### config.mk
export PLATFORM = sky130hd
export DESIGN_NAME = reg_file_flags_flat
export DESIGN_NICKNAME = d
export VERILOG_FILES = /design/src/rtl/abl_pkg.sv /design/src/rtl/reg_file_flags_if.sv /design/src/rtl/reg_file_flags_flag_reg.sv /design/src/rtl/reg_file_flags.sv /design/src/flat_wrapper.sv
export SDC_FILE = /design/constraint.sdc
export NUM_CORES = 1
export LEC_CHECK = 0
export BUFFER_PORTS_ARGS = -buffer_cell sky130_fd_sc_hd__buf_4
export CAP_MARGIN = 20
export CORE_MARGIN = 2
export CORE_UTILIZATION = 57
export CTS_BUF_LIST = sky130_fd_sc_hd__clkbuf_16
export CTS_CLUSTER_DIAMETER = 50
export CTS_CLUSTER_SIZE = 25
export DETAILED_ROUTE_END_ITERATION = 6
export GPL_ROUTABILITY_DRIVEN = 0
export PLACE_DENSITY = 0.95
export SLEW_MARGIN = 20
export SYNTH_ARGS = -nofsm -noshare
export SYNTH_HDL_FRONTEND = slang
export SYNTH_SLANG_ARGS = --single-unit
### constraint.sdc
create_clock -name clk -period 3.4 [get_ports clk]
set_input_delay 0.17 -clock clk [delete_from_list [all_inputs] [get_ports clk]]
set_output_delay 0.17 -clock clk [all_outputs]
set_load 0.02 [all_outputs]
### src/rtl/abl_pkg.sv
// Shared definitions for the 8-bit ALU datapath: default widths and ALU opcode
// encodings, so that control, ALU, register file and benches all agree.
package abl_pkg;

  localparam int ABL_DATA_W   = 8;
  localparam int ABL_ADDR_W   = 2;
  localparam int ABL_NUM_REGS = 4;
  localparam int ABL_CNT_W    = 8;

  typedef enum logic [2:0] {
    ALU_NOP  = 3'b000,
    ALU_ADD  = 3'b001,
    ALU_SUB  = 3'b010,
    ALU_NAND = 3'b011,
    ALU_SHL  = 3'b100,
    ALU_SHR  = 3'b101
  } aluop_t;

endpackage

### src/rtl/reg_file_flags_if.sv
// Bus between control/ALU and the operand register file: read/write ports,
// ALU flag inputs and the registered flag / write-count outputs.
interface reg_file_flags_if
  import abl_pkg::*;
#(
  parameter int DATA_W = ABL_DATA_W,
  parameter int ADDR_W = ABL_ADDR_W
);

  logic [ADDR_W-1:0]    readSel1;
  logic [ADDR_W-1:0]    readSel2;
  logic [ADDR_W-1:0]    writeSel;
  logic [DATA_W-1:0]    writeData;
  logic                 regWrite;
  logic                 aluZero;
  logic                 aluNeg;
  logic                 flagWrite;
  logic [DATA_W-1:0]    readReg1;
  logic [DATA_W-1:0]    readReg2;
  logic                 flagZero;
  logic                 flagNeg;
  logic [ABL_CNT_W-1:0] writeCount;

  modport master (
    output readSel1, readSel2, writeSel, writeData, regWrite,
           aluZero, aluNeg, flagWrite,
    input  readReg1, readReg2, flagZero, flagNeg, writeCount
  );

  modport slave (
    input  readSel1, readSel2, writeSel, writeData, regWrite,
           aluZero, aluNeg, flagWrite,
    output readReg1, readReg2, flagZero, flagNeg, writeCount
  );

endinterface

### src/rtl/reg_file_flags_flag_reg.sv
// Two-bit ZERO/NEG status register; both bits load together when enabled and
// clear on synchronous active-high reset.
module flag_reg
  import abl_pkg::*;
(
  input  logic clk,
  input  logic reset,
  input  logic en,
  input  logic zero_in,
  input  logic neg_in,
  output logic zero_o,
  output logic neg_o
);

  logic zero_d, zero_q;
  logic neg_d,  neg_q;

  always_comb begin
    zero_d = zero_q;
    neg_d  = neg_q;
    if (en) begin
      zero_d = zero_in;
      neg_d  = neg_in;
    end
  end

  always_ff @(posedge clk) begin
    if (reset) begin
      zero_q <= 1'b0;
      neg_q  <= 1'b0;
    end else begin
      zero_q <= zero_d;
      neg_q  <= neg_d;
    end
  end

  assign zero_o = zero_q;
  assign neg_o  = neg_q;

endmodule

### src/rtl/reg_file_flags.sv
// Operand register file (2 read, 1 write) plus ALU status flags and a write counter.
// Optional macro REGFILE_WRITE_BYPASS_EN forwards writeData to a read port selecting writeSel.
module reg_file_flags
  import abl_pkg::*;
#(
  parameter int DATA_W   = ABL_DATA_W,
  parameter int NUM_REGS = ABL_NUM_REGS,
  parameter int ADDR_W   = ABL_ADDR_W
) (
  input  logic             clk,
  input  logic             reset,
  reg_file_flags_if.slave  rf
);

  logic [DATA_W-1:0]    regs_d [NUM_REGS];
  logic [DATA_W-1:0]    regs_q [NUM_REGS];
  logic [ABL_CNT_W-1:0] write_count_d, write_count_q;

  logic rd1_in_range, rd2_in_range, wr_in_range;

  // Out-of-range selects only exist when NUM_REGS is not a power of two.
  assign rd1_in_range = (int'(rf.readSel1) < NUM_REGS);
  assign rd2_in_range = (int'(rf.readSel2) < NUM_REGS);
  assign wr_in_range  = (int'(rf.writeSel) < NUM_REGS);

  always_comb begin
    regs_d        = regs_q;
    write_count_d = write_count_q;
    if (rf.regWrite && wr_in_range) begin
      regs_d[rf.writeSel] = rf.writeData;
      write_count_d       = write_count_q + 8'd1;
    end
  end

  always_ff @(posedge clk) begin
    if (reset) begin
      regs_q        <= '{default: '0};
      write_count_q <= '0;
    end else begin
      regs_q        <= regs_d;
      write_count_q <= write_count_d;
    end
  end

  always_comb begin
    rf.readReg1 = rd1_in_range ? regs_q[rf.readSel1] : '0;
    rf.readReg2 = rd2_in_range ? regs_q[rf.readSel2] : '0;
`ifdef REGFILE_WRITE_BYPASS_EN
    if (!reset && rf.regWrite && wr_in_range) begin
      if (rf.readSel1 == rf.writeSel) rf.readReg1 = rf.writeData;
      if (rf.readSel2 == rf.writeSel) rf.readReg2 = rf.writeData;
    end
`endif
  end

  assign rf.writeCount = write_count_q;

  flag_reg u_flag_reg (
    .clk     (clk),
    .reset   (reset),
    .en      (rf.flagWrite),
    .zero_in (rf.aluZero),
    .neg_in  (rf.aluNeg),
    .zero_o  (rf.flagZero),
    .neg_o   (rf.flagNeg)
  );

endmodule

### src/flat_wrapper.sv
// flat-port wrapper written by rule: the top's interface ports become plain ports
module reg_file_flags_flat import abl_pkg::*;
#(
  parameter int DATA_W   = ABL_DATA_W,
  parameter int NUM_REGS = ABL_NUM_REGS,
  parameter int ADDR_W   = ABL_ADDR_W
)
  (clk, reset, rf_readSel1, rf_readSel2, rf_writeSel, rf_writeData, rf_regWrite, rf_aluZero, rf_aluNeg, rf_flagWrite, rf_readReg1, rf_readReg2, rf_flagZero, rf_flagNeg, rf_writeCount);
  reg_file_flags_if #(.DATA_W(DATA_W), .ADDR_W(ADDR_W)) rf_i ();
  input  logic clk;
  input  logic reset;
  input wire logic [$bits(rf_i.readSel1)-1:0] rf_readSel1;
  input wire logic [$bits(rf_i.readSel2)-1:0] rf_readSel2;
  input wire logic [$bits(rf_i.writeSel)-1:0] rf_writeSel;
  input wire logic [$bits(rf_i.writeData)-1:0] rf_writeData;
  input wire logic [$bits(rf_i.regWrite)-1:0] rf_regWrite;
  input wire logic [$bits(rf_i.aluZero)-1:0] rf_aluZero;
  input wire logic [$bits(rf_i.aluNeg)-1:0] rf_aluNeg;
  input wire logic [$bits(rf_i.flagWrite)-1:0] rf_flagWrite;
  output wire logic [$bits(rf_i.readReg1)-1:0] rf_readReg1;
  output wire logic [$bits(rf_i.readReg2)-1:0] rf_readReg2;
  output wire logic [$bits(rf_i.flagZero)-1:0] rf_flagZero;
  output wire logic [$bits(rf_i.flagNeg)-1:0] rf_flagNeg;
  output wire logic [$bits(rf_i.writeCount)-1:0] rf_writeCount;
  assign rf_i.readSel1 = rf_readSel1;
  assign rf_i.readSel2 = rf_readSel2;
  assign rf_i.writeSel = rf_writeSel;
  assign rf_i.writeData = rf_writeData;
  assign rf_i.regWrite = rf_regWrite;
  assign rf_i.aluZero = rf_aluZero;
  assign rf_i.aluNeg = rf_aluNeg;
  assign rf_i.flagWrite = rf_flagWrite;
  assign rf_readReg1 = rf_i.readReg1;
  assign rf_readReg2 = rf_i.readReg2;
  assign rf_flagZero = rf_i.flagZero;
  assign rf_flagNeg = rf_i.flagNeg;
  assign rf_writeCount = rf_i.writeCount;
  reg_file_flags #(.DATA_W(DATA_W), .NUM_REGS(NUM_REGS), .ADDR_W(ADDR_W)) u_core (.clk(clk), .reset(reset), .rf(rf_i));
endmodule
* Word-level counts from Yosys, hierarchy flattened
Cells that the tools add are included.
** Storage, ports and cells
- Bits in registers :: 42
- Output and inout port bits :: 26
- Word-level logic and storage cells :: 25
** Operators by class
- Add/subtract/negate cells :: 1
- Order comparisons :: 4
- Mux-type cells :: 9
- Bitwise operators :: 3
- Reductions and logical operators :: 1
** Operator list (count)
- $mux 8 :: 5
- $bmux 8 s2 :: 2
- $bwmux 32 :: 1
- $demux 8 s2 :: 1
- $ge 3x3->1 const B :: 3
- $not 2->3 :: 3
- $add 8x1->8 const B :: 1
- $lt 3x1->1 const B :: 1
- $logic_and 1x1->1 :: 1

* Logic depth before layout (Yosys ltp)
Gate-level depths: netlist of run 1.
- Depth after elaboration :: 6
- Gate-level depth with buffers :: 5
- Mapped depth without buffers :: 4

* Hierarchy
A second synthesis of run 1 with hierarchy kept.
** Unflattened totals
- Cell total of the unflattened synthesis :: 169
- Area total of the unflattened synthesis :: 1948.1 sq um
** Modules (own cells, without submodules)
- reg_file_flags :: instances 1, cells each 163, area each 1880.6 sq um
- flag_reg :: instances 1, cells each 6, area each 67.6 sq um

* Worst setup path before layout of run 1
OpenSTA, ideal clock, no wires.
- Kind :: register -> register
- Start :: register u_core.write_count_q[0] (netlist: u_core.rf.writeCount[0])
- End :: register u_core.write_count_q[6] (netlist: u_core.rf.writeCount[6])
- Setup time :: 0.071 ns
- Data arrival time :: 1.300 ns
- Required time :: 3.329 ns
- Slack :: 2.030 ns
- Stages on the path, launching flop included :: 5
- Path buffers :: 0
- Clock period less this slack :: 1.370 ns
- Path through :: dfxtp_1 ha_1 nand3_1 or3_1 a21oi_1
** Between the ends
- Word-level cells in the longest chain between the ends :: 1
** RTL lines
- start: declaration :: RTL line reg_file_flags.sv:17 : logic [ABL_CNT_W-1:0] write_count_d, write_count_q;
- start signal: assignment :: RTL line reg_file_flags.sv:41 : write_count_q <= write_count_d;
- $add 8x1->8 :: RTL line reg_file_flags.sv:31 : write_count_d = write_count_q + 8'd1;
No other way between the ends.
A chain may end at the register's enable or synchronous reset.

* Final worst setup path of run 1
- Start :: register u_core.regs_q[9] in the netlist's numbering
- End :: output port rf_readReg1[1]
** Between the ends
- Word-level cells in the longest chain between the ends :: 3
** RTL lines
- start: declaration :: RTL line reg_file_flags.sv:16 : logic [DATA_W-1:0] regs_q [NUM_REGS];
- start signal: assignment :: RTL line reg_file_flags.sv:40 : regs_q <= regs_d;
- $bmux 8 s2 :: RTL line reg_file_flags.sv:46 : rf.readReg1 = rd1_in_range ? regs_q[rf.readSel1] : '0;
- $mux 8 (not written as such) (2 in series) :: RTL line reg_file_flags.sv:46
- end: declaration :: RTL line flat_wrapper.sv:20 : output wire logic [$bits(rf_i.readReg1)-1:0] rf_readReg1;
No other way between the ends. The select of a mux whose other input is x is not followed.

==> results.txt, run 1 <==
Synth Area in Compound Gates -> 1.54%
Switching Fraction -> 22.5%
Pins Over Slew Limit -> 0
Crit path buf inv count -> 1
Mean post-synth cell area -> 11.5 um^2
CTS Buf Count -> 5
Clock Latency Late Sink -> 280 ps
DR DRC count -> 0
Fin crit period -> 1440 ps
Root Driver -> clkbuf_16
#FFs+latches synth -> 42
CP Max Fanout -> 3
Initial Util -> 58.9%
Maxcap violations -> 0
Peak supply drop -> 0.452 mV
Die area -> 3900 um^2
Core Region -> 3310 um^2
Detailed Route Iter0 Violations -> 74
Syn Std Cell Area -> 1950 um^2
Clock slew at the register clock pins of the worst setup and hold paths -> 60 ps
Worst Skew -> 4.78 ps
Number of I/O pins -> 46
Die Y-Extent -> 62.5 um
Ant diodes -> 0
# rows -> 21
Reg power frac -> 44.1%
Total GRT Usage -> 23.4%
Setup Fix Bufs, Post-CTS -> 0
Synthesized-area fraction occupied by adder cells -> 0.642%
DRT antenna net count -> 0
Horiz. Die Dim -> 62.5 um
Critical path class -> reg -> out
Final Non-Filler Cells -> 256
Post-Syn Instances -> 170
GR Overflow Total -> 0
Sw Pwr -> 0.267 mW
Critical path required time -> 3230 ps
Clk sinks -> 42
Share of flip-flops with an asynchronous set or reset -> 0%
Top_reg_cell synth -> dfxtp_1
Crit path DAT -> 1270 ps
Clock Tree Buf Depth -> 2
Final hold vios -> 0
YS warnings -> 0
Area share of the largest cell type after synthesis -> 43.1%
Syn nets -> 191
Slowest-stage cell, CP -> mux4_2
Post-synthesis xor/xnor area fraction -> 1.80%
First-pass DRT Iterations -> 4
RSZ-0062 raised after global routing -> no
Least-Margin Pin Slew -> 804 ps
Hold Path Class -> in -> reg
Gate power share -> 11.7%
Top cell type by total area after synthesis -> dfxtp_1
CTS tree -> done
Pint -> 0.921 mW
Commonest cells post-synth -> dfxtp_1 (42), nor2_1 (39), mux2i_1 (35)
Area growth syn-to-layout -> 25.4%
Synth cell types -> 21
EDFF count, synth -> 0
Main combinational cell family by area after synthesis -> multiplexers
Via count -> 1432
Critical Path Source Type -> register
Final hold slack -> 130 ps
Setup TNS Final -> 0 ps
Crit end category -> output port
Worst path max stage delay -> 480 ps
# nets final -> 230
Port Buffers -> 45
Initial antenna violation count -> 0
Layout cells sized above 1 -> 33.8%
Placed Cells -> 248
Final setup vio count -> 0
Fmax -> 696 MHz
CTS Hold Buffers Added -> 0
Routed wire length -> 4.18 mm
Seq/Total Area, Yosys -> 43.1%
Vias in the first global route -> 1404
Largest net degree at the start of global routing -> 43
CP Cell Sequence -> mux4_2 > buf_4
PwrDens -> 486 nW/um^2
Hpwl dp -> 2.82 mm
Lkg Pwr -> 1.12 nW
First-pass GRT wire length -> 6.98 mm
Vias/cell -> 5.59
Mux cell area share after synthesis -> 36.5%
Critical path's top delay family -> multiplexers
Routed WL per cell -> 16.3 um
Synth area leaders -> dfxtp_1 (43%), mux4_2 (18%), mux2i_1 (18%)
H-tree level count -> 2
Most numerous cell in the Yosys netlist -> dfxtp_1
Clk pwr share -> 44.2%
Final period util -> 42.2%
Resize count post-CTS -> 0
Total Power -> 1.19 mW
Status -> finished clean
Area share of and/or/nand/nor cells after synthesis -> 13.0%
Max-slew headroom -> 46.1%
power groups by stage:
stage / combinational (mW) / sequential, mW / clock, mW
floorplan: 0.0850 / 0.535 / 0
global placement: 0.135 / 0.532 / 0
detailed placement: 0.138 / 0.534 / 0
CTS: 0.139 / 0.524 / 0.529
global route: 0.149 / 0.526 / 0.553
finish: 0.139 / 0.524 / 0.525
worst paths after layout:
| kind | from | endpoint | slack, ps | depth (start not counted) |
|---|---|---|---|---|
| worst max register to register | u_core.rf.writeCount[0] | u_core.rf.writeCount[6] | 2120 | 4 |
| worst max-delay path | u_core.regs_q[9] | rf_readReg1[1] | 1960 | 2 |
| worst min register to register | u_core.u_flag_reg.neg_o | u_core.u_flag_reg.neg_o | 490 | 2 |
| worst min-delay path | rf_aluNeg | u_core.u_flag_reg.neg_o | 130 | 3 |
worst min-delay path, cell delays in order:
cell     delay, ps
buf_4           80
mux2i_1         50
nor2_1          70
kinds of logic (layout without fill, tap and decap cells):
| logic type | count (synthesis) | after routing |
|---|---|---|
| AOI/OAI and AO/OA | 6 | 6 |
| and+or+nand+nor | 53 | 53 |
| xor gates and xnor gates | 4 | 4 |
| DFF | 42 | 42 |
| adders and majority gates | 1 | 1 |
| muxes | 51 | 51 |
| buffers and inverters | 13 | 53 |
area by class of cell:
type,count,area (um^2)
Timing Repair Buffer,45,338
Sequential cell,42,841
Clock inverter,3,41.3
Fill cell,225,866
Clock buffer,5,125
Tap cell,46,57.6
Multi-Input combinational cell,115,1040
routing by layer:
metal,global-route usage (%),part of all wire [%]
met2,40.3,52
met1,27.9,41
met4,8.61,1.5
met5,0,0
met3,6.67,4.9
per-stage QoR:
step	util [%]	setup WS [ps]	cell area, um^2
after floorplan	-	2030	1950
after global placement	68.8	1990	2280
after detailed placement	68.8	1940	2280
after CTS	73.8	1960	2440
after global routing	73.8	1930	2440
final	73.8	1960	2440
cells in the final DEF (no fill, tap or decap), drive strengths merged:
master,Yosys,routed
nand3b,2,2
a21oi,3,3
buf,8,45
xnor2,1,1
clkbuf,5,5
nand4,3,3
xor2,3,3
nand2,2,2
inv,0,1
mux4,16,16
nor3b,1,1
nor2,39,39
or3,3,3
o21ai,3,3
dfxtp,42,42
mux2i,35,35
ha,1,1
clkinvlp,0,1
bufinv,0,1
nand3,3,3
registers in the layout, summed over array words and instances (netlist names):
signal and flops:
u_core.regs_q 32, u_core.rf.writeCount 8, u_core.u_flag_reg.neg_o 1, u_core.u_flag_reg.zero_o 1
Power figures use the tool's default switching activity.
==> run 2: changes to the inputs <==
--- a/config.mk
+++ b/config.mk
@@ -5,16 +5,17 @@
 export SDC_FILE = /design/constraint.sdc
 export NUM_CORES = 1
 export LEC_CHECK = 0
+export ABC_AREA = 1
 export BUFFER_PORTS_ARGS = -buffer_cell sky130_fd_sc_hd__buf_4
 export CAP_MARGIN = 20
 export CORE_MARGIN = 2
-export CORE_UTILIZATION = 57
+export CORE_UTILIZATION = 48
 export CTS_BUF_LIST = sky130_fd_sc_hd__clkbuf_16
 export CTS_CLUSTER_DIAMETER = 50
 export CTS_CLUSTER_SIZE = 25
 export DETAILED_ROUTE_END_ITERATION = 6
 export GPL_ROUTABILITY_DRIVEN = 0
-export PLACE_DENSITY = 0.95
+export PLACE_DENSITY = 0.86
 export SLEW_MARGIN = 20
 export SYNTH_ARGS = -nofsm -noshare
 export SYNTH_HDL_FRONTEND = slang
==> constraint.sdc (replaced) <==
create_clock -name clk -period 1.2 [get_ports clk]
set_input_delay 0.06 -clock clk [delete_from_list [all_inputs] [get_ports clk]]
set_output_delay 0.06 -clock clk [all_outputs]
set_load 0.02 [all_outputs]
==> run 2 against run 1 <==
Against the previous run: combinational power rose to 4.1 times the previous value; design area up 5.4%; critical path depth up 1; cell count up 50%; highest routed layer unchanged.
==> results.txt, run 2 <==
Commonest cells post-synth -> nor2_1 (78), o21ai_0 (59), dfxtp_1 (42)
CP Cell Sequence -> o21ai_0 > o22ai_1 > buf_4
Pre-CTS WS -> 47.6 ps
CTS tree -> done
Port Buffers -> 45
Critical path endpoint -> rf_readReg1[5]
Post-Syn Instances -> 290
Stages on the worst setup path -> 3
YS warnings -> 0
Critical path class -> reg -> out
R2R cell count -> 6
Top_reg_cell synth -> dfxtp_1
Max reg flops -> 32
Peak supply drop -> 0.892 mV
Status -> finished clean
Sw Pwr -> 0.950 mW
First-pass GRT wire length -> 8.67 mm
Initial antenna violation count -> 0
Maxcap violations -> 0
Horiz. Die Dim -> 68.8 um
First-pass DRT Iterations -> 6
Final hold vios -> 0
PwrDens -> 1400 nW/um^2
Layout cells sized above 1 -> 23.3%
Worst path max stage delay -> 350 ps
R2R Path End -> u_core.rf.writeCount[6]
# nets final -> 355
Final design utilization -> 63.9%
Vias/cell -> 5.71
Pins Over Slew Limit -> 0
DR DRC count -> 0
Clock Latency Late Sink -> 290 ps
Vias in the first global route -> 1886
GR Overflow Total -> 0
Root Driver -> clkbuf_16
Hpwl dp -> 3.72 mm
Slowest-stage cell, CP -> dfxtp_1
Total Power -> 3.62 mW
Critical path's top delay family -> flip-flops
Clock Tree Buf Depth -> 2
Number of I/O pins -> 46
CP Max Fanout -> 3
Ant diodes -> 0
Critical Path Source Type -> register
Routed WL per cell -> 14.8 um
Worst setup margin -> 10.4 ps
Most common cell after layout, fill and taps aside -> nor2_1
# rows -> 23
Via count -> 2198
Clk sinks -> 42
Final setup vio count -> 0
Area growth syn-to-layout -> 28.0%
Reg2reg setup slack -> 70 ps
Max-slew headroom -> 77.7%
Largest net degree at the start of global routing -> 25
Most numerous cell in the Yosys netlist -> nor2_1
Commonest cells after routing, fill and taps aside -> nor2_1 (77), o21ai_0 (55), buf_4 (45)
Detailed Route Iter0 Violations -> 229
Share of flip-flops with an asynchronous set or reset -> 0%
Fillers -> 368
Hold Path Class -> in -> reg
Syn Std Cell Area -> 2010 um^2
Gate power share -> 15.8%
H-tree level count -> 2
Seq/Total Area, Yosys -> 41.8%
Fmax -> 841 MHz
Crit end category -> output port
Routed wire length -> 5.71 mm
Switching Fraction -> 26.3%
Mean post-synth cell area -> 6.94 um^2
Least-Margin Pin Slew -> 334 ps
CP Launch Point -> u_core.regs_q[21]
Pint -> 2.67 mW
Critical path required time -> 1140 ps
Worst Skew -> 3.33 ps
DRT antenna net count -> 0
Total GRT Usage -> 25.1%
Synth area leaders -> dfxtp_1 (42%), o21ai_0 (15%), nor2_1 (15%)
EDFF count, synth -> 0
Clk pwr share -> 42.5%
Crit path DAT -> 1130 ps
Area share of the largest cell type after synthesis -> 41.8%
Synth cell types -> 19
Lkg Pwr -> 1.07 nW
Die area -> 4730 um^2
Final period util -> 99.1%
Die Y-Extent -> 68.8 um
Crit path buf inv count -> 1
Reg power frac -> 41.7%
CTS Buf Count -> 5
Core Region -> 4030 um^2
Clock slew at the register clock pins of the worst setup and hold paths -> 60 ps
Top cell type by total area after synthesis -> dfxtp_1
Largest Register -> u_core.regs_q
Final hold slack -> 22.4 ps
R2r startpoint -> u_core.rf.writeCount[0]
Fin crit period -> 1190 ps
Syn nets -> 311
#FFs+latches synth -> 42
Initial Util -> 50.0%
## run 2: worst reg2reg max path, delay by kind of cell (launching register included)
kind | cells | cell delay, ps
fa+ha+maj | 1 | 190
flops | 1 | 360
simple gates | 5 | 480
## run 2: final cells by class
type                       count  area, um^2  share of cell area [%]
timing repair buffer          48         378                    14.7
sequential                    42         853                    33.1
clock buffer                   5         125                    4.86
clock inverter                 3        45.0                    1.75
inverter                      22        82.6                    3.21
multi-input combinational    215        1030                    40.0
tap                           50        62.6                    2.43
## run 2: worst min path at each step
| stage | start | end | slack, ps | cells after the start |
|---|---|---|---|---|
| detailed placement | rf_aluZero | u_core.u_flag_reg.zero_o | 300 | 3 |
| floorplan | rf_aluZero | u_core.u_flag_reg.zero_o | 190 | 2 |
| global route | reset | u_core.regs_q[15] | 20 | 2 |
| finish | reset | u_core.regs_q[13] | 20 | 2 |
| global placement | rf_aluNeg | u_core.u_flag_reg.neg_o | 280 | 3 |
| CTS | reset | u_core.regs_q[8] | 20 | 2 |
## run 2: layer usage
layer  GRT usage (%)  vias up  routed length, um
met5               0        -                  0
met2            39.8      125               2690
li1                -     1062                  -
met4            12.5        0                114
met3            6.98       11                536
met1            31.4     1000               2370
## run 2: timing repair
| action | 4_1_cts | 5_1_grt |
|---|---|---|
| gates resized for setup | 0 | 16 |
| endpoints found under the setup margin | 0 | 10 |
| endpoints found under the hold margin | 2 | 0 |
| hold buffers | 2 | 0 |
| buffers inserted | 0 | 0 |
## run 2: cells by family after synthesis
group	share of synthesized area (%)
AO/OA/AOI/OAI	25.4
AND/OR/NAND/NOR	24.2
flip-flops	41.8
buffers and inverters	8.02
adder cells (fa/ha/maj)	0.621
## run 2: power groups by stage
stage | Clock (mW) | Sequential, mW | Combinational (mW)
2_1_floorplan | 0 | 1.54 | 0.324
3_3_place_gp | 0 | 1.53 | 0.543
3_5_place_dp | 0 | 1.53 | 0.555
4_1_cts | 1.56 | 1.50 | 0.562
5_1_grt | 1.61 | 1.52 | 0.623
6_report | 1.54 | 1.51 | 0.572
## run 2: metrics by stage
step / instances / TNS, ps / cell area [um^2]
floorplan: 290 / 0 / 2020
global placement: 375 / 0 / 2360
detailed placement: 375 / 0 / 2360
CTS: 385 / 0 / 2550
global route: 385 / -63.1 / 2580
finish: 385 / 0 / 2580
